[src/rtl/signal_debounce.sv]
// Per-bit debouncer with registered level output and single-cycle rise/fall strobes.
// Each bit runs an independent STABLE/PENDING filter advanced only on sample_en edges.
module signal_debounce #(
   parameter int unsigned      Width        = 1,
   parameter int unsigned      StableCycles = 4,
   parameter logic [Width-1:0] ResetValue   = '0
) (
   input  logic             clk,
   input  logic             rst_n,
   input  logic             sample_en,
   input  logic [Width-1:0] sig_in,
   output logic [Width-1:0] sig_out,
   output logic [Width-1:0] rise,
   output logic [Width-1:0] fall
);

   localparam int unsigned CntW = (StableCycles > 1) ? $clog2(StableCycles + 1) : 1;
   localparam logic [CntW-1:0] CntLast = CntW'(StableCycles - 1);
   localparam logic [CntW-1:0] CntOne  = CntW'(1);
   localparam bit Immediate = (StableCycles <= 1);

   typedef enum logic {
      ST_STABLE,
      ST_PENDING
   } state_e;

   state_e          state_q [Width];
   state_e          state_d [Width];
   logic [CntW-1:0] cnt_q   [Width];
   logic [CntW-1:0] cnt_d   [Width];
   logic [Width-1:0] out_q, out_d;
   logic [Width-1:0] rise_q, rise_d;
   logic [Width-1:0] fall_q, fall_d;

   always_comb begin
      out_d  = out_q;
      rise_d = '0;
      fall_d = '0;
      for (int unsigned i = 0; i < Width; i++) begin
         state_d[i] = state_q[i];
         cnt_d[i]   = cnt_q[i];
      end
      if (sample_en) begin
         for (int unsigned i = 0; i < Width; i++) begin
            case (state_q[i])
               ST_STABLE: begin
                  if (sig_in[i] != out_q[i]) begin
                     // A single required sample means the first differing sample is accepted.
                     if (Immediate) begin
                        out_d[i]  = sig_in[i];
                        rise_d[i] = sig_in[i];
                        fall_d[i] = ~sig_in[i];
                     end else begin
                        state_d[i] = ST_PENDING;
                        cnt_d[i]   = CntOne;
                     end
                  end else begin
                     cnt_d[i] = '0;
                  end
               end
               ST_PENDING: begin
                  if (sig_in[i] == out_q[i]) begin
                     state_d[i] = ST_STABLE;
                     cnt_d[i]   = '0;
                  end else if (cnt_q[i] == CntLast) begin
                     out_d[i]   = sig_in[i];
                     rise_d[i]  = sig_in[i];
                     fall_d[i]  = ~sig_in[i];
                     state_d[i] = ST_STABLE;
                     cnt_d[i]   = '0;
                  end else begin
                     cnt_d[i] = cnt_q[i] + CntOne;
                  end
               end
               default: begin
                  state_d[i] = ST_STABLE;
                  cnt_d[i]   = '0;
               end
            endcase
         end
      end
   end

   always_ff @(posedge clk or negedge rst_n) begin
      if (!rst_n) begin
         for (int unsigned i = 0; i < Width; i++) begin
            state_q[i] <= ST_STABLE;
            cnt_q[i]   <= '0;
         end
         out_q  <= ResetValue;
         rise_q <= '0;
         fall_q <= '0;
      end else begin
         for (int unsigned i = 0; i < Width; i++) begin
            state_q[i] <= state_d[i];
            cnt_q[i]   <= cnt_d[i];
         end
         out_q  <= out_d;
         rise_q <= rise_d;
         fall_q <= fall_d;
      end
   end

   assign sig_out = out_q;
   assign rise    = rise_q;
   assign fall    = fall_q;

endmodule

[config.mk]
export PLATFORM = sky130hd
export DESIGN_NAME = signal_debounce
export DESIGN_NICKNAME = d
export VERILOG_FILES = /design/src/rtl/signal_debounce.sv
export SDC_FILE = /design/constraint.sdc
export NUM_CORES = 1
export LEC_CHECK = 0
export ABC_AREA = 1
export BUFFER_PORTS_ARGS = -buffer_cell sky130_fd_sc_hd__buf_2
export CORE_AREA = 5 5 42 44
export DETAILED_ROUTE_END_ITERATION = 6
export DIE_AREA = 0 0 47 49
export HOLD_SLACK_MARGIN = 0.12
export MAX_ROUTING_LAYER = met4
export PLACE_DENSITY = 0.52
export SYNTH_ARGS = -nofsm -noshare
export SYNTH_HDL_FRONTEND = slang
export SYNTH_SLANG_ARGS = --single-unit
[constraint.sdc]
create_clock -name clk -period 1.32 [get_ports clk]
set_input_delay 0.066 -clock clk [delete_from_list [all_inputs] [get_ports clk]]
set_output_delay 0.066 -clock clk [all_outputs]
set_load 0.02 [all_outputs]
==> out/metrics.cfg, run 1 <==
[synthesis]
avgSynthCellArea_um2=8.98
synth_top_area_share_pct=57.4
async_flop_share_pct=100
synth_seq_cells=7
synth_most_common_cell=nand2_1
synth-seq-area-share_pct=57.4
synthDistinctLibCells=11
synth_area_leaders=dfrtp_1 57%, nand2_1 12%, inv_1 6.1%
synth_cells=34
synth_area_um2=305
synthTopCellsByCount=10 x nand2_1, 7 x dfrtp_1, 5 x inv_1
ys_dominant_reg_cell=dfrtp_1
yosysWarnings=0
synth_edf_count=0
yosysTopAreaCell=dfrtp_1
syn_nets=39

[route]
totalWireLength_um=589
drt_pass1_iterations=4
drc=0
viasPerCell=4.29
wire_per_inst_um=9.35
detail-route-antenna-nets=0
num_vias=270
initialDrtViolationCount=5

[sta]
slew_viol_final=0
finalWorstSetupSlack_ns=0.315
hold_viol_final=0
tns_ns=0
relSlewSlack_pct=87.7
min_period_over_period_pct=76.2
rsz0062_at_grt=false
period_minus_slack_ns=1.01
setup_violations=0
worst_pin_slew_ns=0.185
whs_ns=0.169
skew_ns=0.00139
max_freq_mhz=995

[clock_tree]
hold_buffers=3
cts.clk_slew.worst_paths_ns=0.06
tritoncts=done
cts_setup_buffers=0
cts_root_buf=clkbuf_4
clkLatencyLatePin_ns=0.26
cts.path.max_buffers=2
h-tree-depth=1
cts_resized=0
cts.sinks=7
numCtsBuffers=3

[finish]
area_growth_pct=35.2
fin_nets=53
n_antenna_cell=0
layout-drive-gt1-share_pct=23.4
final_cell_area_um2=413
stdcell_count=63
multiInputGateArea_um2=111
nFillCells=168
area.sequential_um2=175

[die]
core_um2=1400
rows=14
num_io_pins=7
dieArea_um2=2300
start_util_pct=21.8
die_w_um=47
die_h_um=49

[pwr]
power.density_nw_per_um2=1370
ir_drop_v=0.000428
leakage_nw=0.231

[worst_setup_path]
critPathArrivalTime_ns=1.15
startpoint_type=flip-flop
cp-end-kind=flip-flop
r2r_cells=4
crit_fanout=4
critPathKind=reg -> reg
cp.required_ns=1.46

[grt]
globalRoute.totalOverflow=0
grt_max_degree=8
grt_pass1_wl_mm=1.01
grt_usage_pct=6.69
grt_pass1_vias=249
antenna_found_initial=0

[placement]
place_ws_ns=0.309
place_hpwl_um=449
dpl.cell_count=56
postPlaceCellArea_um2=355
portBuffers=6
gp_congestion=0.636

[flow_run]
cap_violations=0

[worst_hold_path]
hold_class=in -> async

[run_status]
outcome=completed

==> flip-flops by register name, indices dropped and copies added (netlist names) <==
name,flops
rise,1
state_q,1
sig_out,1
fall,1
cnt_q,3
==> layout by cell type, fill, tap and decap left out <==
cell,count
a21oi_1,1
buf_2,6
clkbuf_4,3
clkinv_2,1
dfrtp_1,7
dlygate4sd3_1,3
ha_1,1
inv_1,5
nand2_1,10
nand3_1,2
nand4_1,2
nand4_2,1
nor2_1,3
o21ai_0,1
o21ai_1,1
==> layer usage <==
layer  vias up  GRT usage (%)  wire, um  share of wire, %
met5         -              -         0                 0
met4         0           8.29         0                 0
met3         0           1.11        22               3.7
met2         4           7.92       306                52
met1       129           8.07       261                44
li1        137              -         -                 -
==> worst paths after layout <==
check | to | slack (ns) | start
max | sig_out | 0.31 | cnt_q[0]
min | cnt_q[2] | 0.17 | rst_n
max reg2reg | sig_out | 0.31 | cnt_q[0]
min reg2reg | cnt_q[1] | 0.49 | cnt_q[1]
max in group asynchronous | cnt_q[1] | 1.00 | rst_n
min in group clk | cnt_q[1] | 0.49 | cnt_q[1]
==> kinds of logic (layout without fill, tap and decap cells) <==
family	count (synthesis)	count (layout)	share of synthesized area [%]
AND/OR/NAND/NOR	18	18	27.5
buffers and inverters	5	18	6.15
AO/OA/AOI/OAI	3	3	4.91
flip-flops	7	7	57.4
adder cells (fa/ha/maj)	1	1	4.10
==> final cells by class <==
class	instances	area share, %
clock buffer	3	5.45
clock inverter	1	1.21
multi-input combinational	22	27.0
tap	16	4.85
timing repair buffer	9	14.5
sequential	7	42.4
inverter	5	4.55
==> worst max-delay path, stage by stage (launching register included) <==
cell,delay [ns]
dfrtp_1,0.37
ha_1,0.22
nand4_2,0.16
nand2_1,0.08
o21ai_1,0.06
==> stage by stage <==
step,power (mW),utilization (%)
6_report,0.566,29.5
5_1_grt,0.617,29.5
4_1_cts,0.577,29.5
3_5_place_dp,0.364,25.4
3_3_place_gp,0.361,25.4
2_1_floorplan,0.327,-
==> power breakdown <==
group	internal (mW)	leakage (nW)	total (mW)	switching, mW
Sequential	0.240	0.0939	0.265	0.0245
Clock	0.111	0.0177	0.202	0.0911
Combinational	0.0397	0.120	0.0992	0.0595
Total	0.391	0.231	0.566	0.175
(Power assumes the default switching activity.)
==> inputs of run 2 (changes only) <==
clock period = 0.98 ns   (was 1.32 ns; I/O delays follow)
==> out/metrics.cfg, run 2 (synthesis results as in run 1) <==
[run_status]
outcome=completed

[pwr]
p_total_uw=804
leakage_nw=0.231
power.density_nw_per_um2=1800
ir_drop_v=0.000381

[route]
viasPerCell=4.20
num_vias=269
drc=0
totalWireLength_um=595
initialDrtViolationCount=0
detail-route-antenna-nets=0
drt_pass1_iterations=1
wire_per_inst_um=9.30

[clock_tree]
cts_setup_buffers=0
cts.path.max_buffers=2
h-tree-depth=1
cts_root_buf=clkbuf_4
cts.clk_slew.worst_paths_ns=0.05
numCtsBuffers=3
clkLatencyLatePin_ns=0.25
tritoncts=done
cts.sinks=7

[worst_setup_path]
critPathArrivalTime_ns=1.08
crit_fanout=4
critPathKind=reg -> reg
cp.required_ns=1.12
path_delay_family=flip-flops
cpPeakStageDelay_ns=0.39
path_cells=ha_4, nand4_2, nand2_1, o21ai_1
cp-end-kind=flip-flop
r2r_slack_ns=0.04
startpoint_type=flip-flop
crit_slowest_cell=dfrtp_1
cp_num_buf_inv=0

[finish]
final_cell_mix=8 x nand2_1, 7 x dfrtp_1, 6 x buf_2, 4 x inv_1
top_register=cnt_q
final_cell_area_um2=448
layout_commonest_cell=nand2_1
layout-drive-gt1-share_pct=37.5
n_antenna_cell=0
nFillCells=161
area_growth_pct=46.7
fin_nets=54
largest_reg_flops=3

[sta]
slew_viol_final=0
max_freq_mhz=1070
rsz0062_at_grt=true
setup_violations=0
period_minus_slack_ns=0.938
worst_pin_slew_ns=0.205
relSlewSlack_pct=86.3
hold_viol_final=0
min_period_over_period_pct=95.7
skew_ns=0.00233

[grt]
antenna_found_initial=0
grt_usage_pct=6.40
grt_pass1_vias=245
globalRoute.totalOverflow=0
grt_max_degree=8
grt_pass1_wl_um=972

[placement]
postPlaceCellArea_um2=363
place_hpwl_um=430
gp_congestion=0.727
portBuffers=6

[die]
die_w_um=47
rows=14
num_io_pins=7
dieArea_um2=2300
start_util_pct=21.8
die_h_um=49
core_um2=1400

[flow_run]
cap_violations=0

[worst_hold_path]
hold_class=in -> async

==> run 2: final cells by class <==
class	count	area (um2)	area share, %
clock buffer	4	26.3	5.87
multi-input combinational	22	140	31.3
tap	16	20.0	4.47
sequential	7	175	39.1
inverter	5	18.8	4.19
timing repair buffer	10	67.6	15.1
==> run 2: timing repair <==
item | CTS | global route
pin swaps | 0 | 3
gates cloned | 0 | 0
gates resized for setup | 1 | 8
hold buffers | 3 | 0
endpoints found under the hold margin | 12 | 0
endpoints found under the setup margin | 1 | 5
==> run 2: power by group <==
part           total (mW)  switching (mW)  internal [mW]
logic               0.173          0.0943         0.0787
clock network       0.265           0.110          0.156
registers           0.366          0.0420          0.324
total               0.804           0.246          0.558
==> run 2: worst paths after layout <==
check,cells after the start,endpoint,start
min in group clk,2,cnt_q[2],cnt_q[2]
worst max-delay path,4,sig_out,cnt_q[1]
worst max register to register,4,sig_out,cnt_q[1]
max in group asynchronous,2,state_q,rst_n
worst min-delay path,2,rise,rst_n
worst min register to register,2,cnt_q[2],cnt_q[2]
==> run 2: stage by stage <==
step	setup slack (ns)	hold WS, ns	std cells	setup TNS (ns)	util (%)
2_1_floorplan	0.0536	-0.247	34	0	-
3_3_place_gp	0.00201	-0.108	57	0	25.9
3_5_place_dp	-0.00666	-0.108	57	-0.00666	25.9
4_1_cts	0.0211	0.152	64	0	30.1
5_1_grt	-0.0175	0.175	64	-0.0175	32.0
6_report	0.0420	0.152	64	0	32.0
==> run 2: worst register-to-register path: cells and delay by family (launching register included) <==
kind	cells	cell delay, ns
adders and majority gates	1	0.17
and+or+nand+nor	2	0.21
AOI/OAI and AO/OA	1	0.06
DFF	1	0.39
==> run 2: metal layers <==
metal  vias to the layer above  GRT usage [%]  part of all wire [%]
met4                         0           6.91                   2.0
met3                         2           2.21                   4.4
met2                         6           7.92                    53
li1                        139              -                     -
met1                       122           7.17                    41
met5                         -              -                     0
==> inputs of run 3 (changes only) <==
GPL_TIMING_DRIVEN = 0   (was not set)
REMOVE_ABC_BUFFERS = 1   (was not set)
==> out/metrics.cfg, run 3 (synthesis results as in run 1) <==
[finish]
final_cell_mix=9 x nand2_1, 7 x dfrtp_1, 6 x buf_2, 5 x inv_1
layout_commonest_cell=nand2_1
layout-drive-gt1-share_pct=33.3
final_core_util_pct=32.4
n_antenna_cell=0
nFillCells=162
fin_nets=54
area_growth_pct=48.8
top_register=cnt_q
largest_reg_flops=3

[worst_setup_path]
cp-end-kind=flip-flop
cpPeakStageDelay_ns=0.39
r2r_slack_ns=0.05
critPathKind=reg -> reg
crit_fanout=4
path_cells=ha_4, nand4_4, nand2_1, o21ai_1
cp.required_ns=1.11
path_delay_family=flip-flops
cp_num_buf_inv=0
startpoint_type=flip-flop
critPathArrivalTime_ns=1.07
crit_slowest_cell=dfrtp_1

[sta]
tns_ns=0
period_minus_slack_ns=0.935
slew_viol_final=0
setup_violations=0
min_period_over_period_pct=95.4
worst_pin_slew_ns=0.224
rsz0062_at_grt=true
hold_viol_final=0
relSlewSlack_pct=85.1
max_freq_mhz=1070
skew_ns=0.00512

[route]
drc=0
drt_pass1_iterations=4
totalWireLength_um=596
wire_per_inst_um=9.31
initialDrtViolationCount=1
viasPerCell=4.30
num_vias=275
detail-route-antenna-nets=0

[pwr]
combPwrFrac_pct=21.4
p_clk_share_pct=32.7
p_sw_uw=241
leakage_nw=0.220
swShare_pct=30.2
p_total_uw=796
intPower_uw=555
p_seq_share_pct=45.8
ir_drop_v=0.000714
power.density_nw_per_um2=1750

[clock_tree]
numCtsBuffers=3
cts.path.max_buffers=2
clkLatencyLatePin_ns=0.25
tritoncts=done
cts.clk_slew.worst_paths_ns=0.05
h-tree-depth=1
cts_root_buf=clkbuf_4
cts.sinks=7

[flow_run]
cap_violations=0

[die]
die_w_um=47
rows=14
dieArea_um2=2300
num_io_pins=7
core_um2=1400
start_util_pct=21.8
die_h_um=49

[placement]
gp_congestion=0.649
place_hpwl_um=413
portBuffers=6

[grt]
grt_pass1_vias=231
antenna_found_initial=0
grt_pass1_wl_um=910
grt_usage_pct=5.94
globalRoute.totalOverflow=0
grt_max_degree=8

[run_status]
outcome=completed

[worst_hold_path]
hold_class=in -> async

==> run 3: metal layers <==
layer | vias up | GRT usage, % | wire (um)
met4 | 0 | 5.53 | 20
met5 | - | - | 0
met3 | 2 | 3.32 | 49
li1 | 137 | - | -
met2 | 7 | 7.47 | 295
met1 | 129 | 6.22 | 231
==> run 3: worst reg2reg max path: stages, from the launching register on <==
cell and delay, ns:
dfrtp_1 0.39, ha_4 0.18, nand4_4 0.11, nand2_1 0.08
o21ai_1 0.06
==> run 3: through the flow <==
| stage | instances | hold WS (ns) | instance area, um2 | setup slack [ns] |
|---|---|---|---|---|
| CTS | 64 | 0.153 | 422 | 0.0200 |
| global route | 64 | 0.185 | 454 | -0.0152 |
| finish | 64 | 0.155 | 454 | 0.0453 |
| floorplan | 34 | -0.247 | 305 | 0.0536 |
| global placement | 56 | -0.109 | 355 | -0.00448 |
| detailed placement | 56 | -0.108 | 355 | -0.00743 |
==> run 3: path summary, 6_finish.rpt <==
kind                       cells past startpoint     start       end
hold / removal                                 2     rst_n  cnt_q[0]
max in group asynchronous                      2     rst_n   state_q
hold reg to reg                                2   sig_out   sig_out
setup reg to reg                               4  cnt_q[1]   sig_out
min in group clk                               2   sig_out   sig_out
setup / recovery                               4  cnt_q[1]   sig_out
==> run 3: layout make-up <==
class	instances	area (um2)	share of cell area [%]
clock buffer	4	26.3	5.79
inverter	5	18.8	4.13
multi-input combinational	22	146	32.2
sequential	7	175	38.6
tap	16	20.0	4.41
timing repair buffer	10	67.6	14.9
==> run 3: what timing repair did <==
item / CTS / global route
resized for setup: 1 / 7
setup buffers: 1 / 0
hold buffers: 3 / 0
endpoints found under the setup margin: 3 / 5
cloned: 0 / 0
endpoints found under the hold margin: 13 / 0
pin swaps: 0 / 1
==> run 3: power groups by stage <==
stage	combinational, mW	sequential, mW	clock, mW
3_3_place_gp	0.124	0.360	0
5_1_grt	0.199	0.370	0.289
3_5_place_dp	0.126	0.361	0
4_1_cts	0.154	0.354	0.273
6_report	0.171	0.365	0.261
2_1_floorplan	0.0730	0.368	0
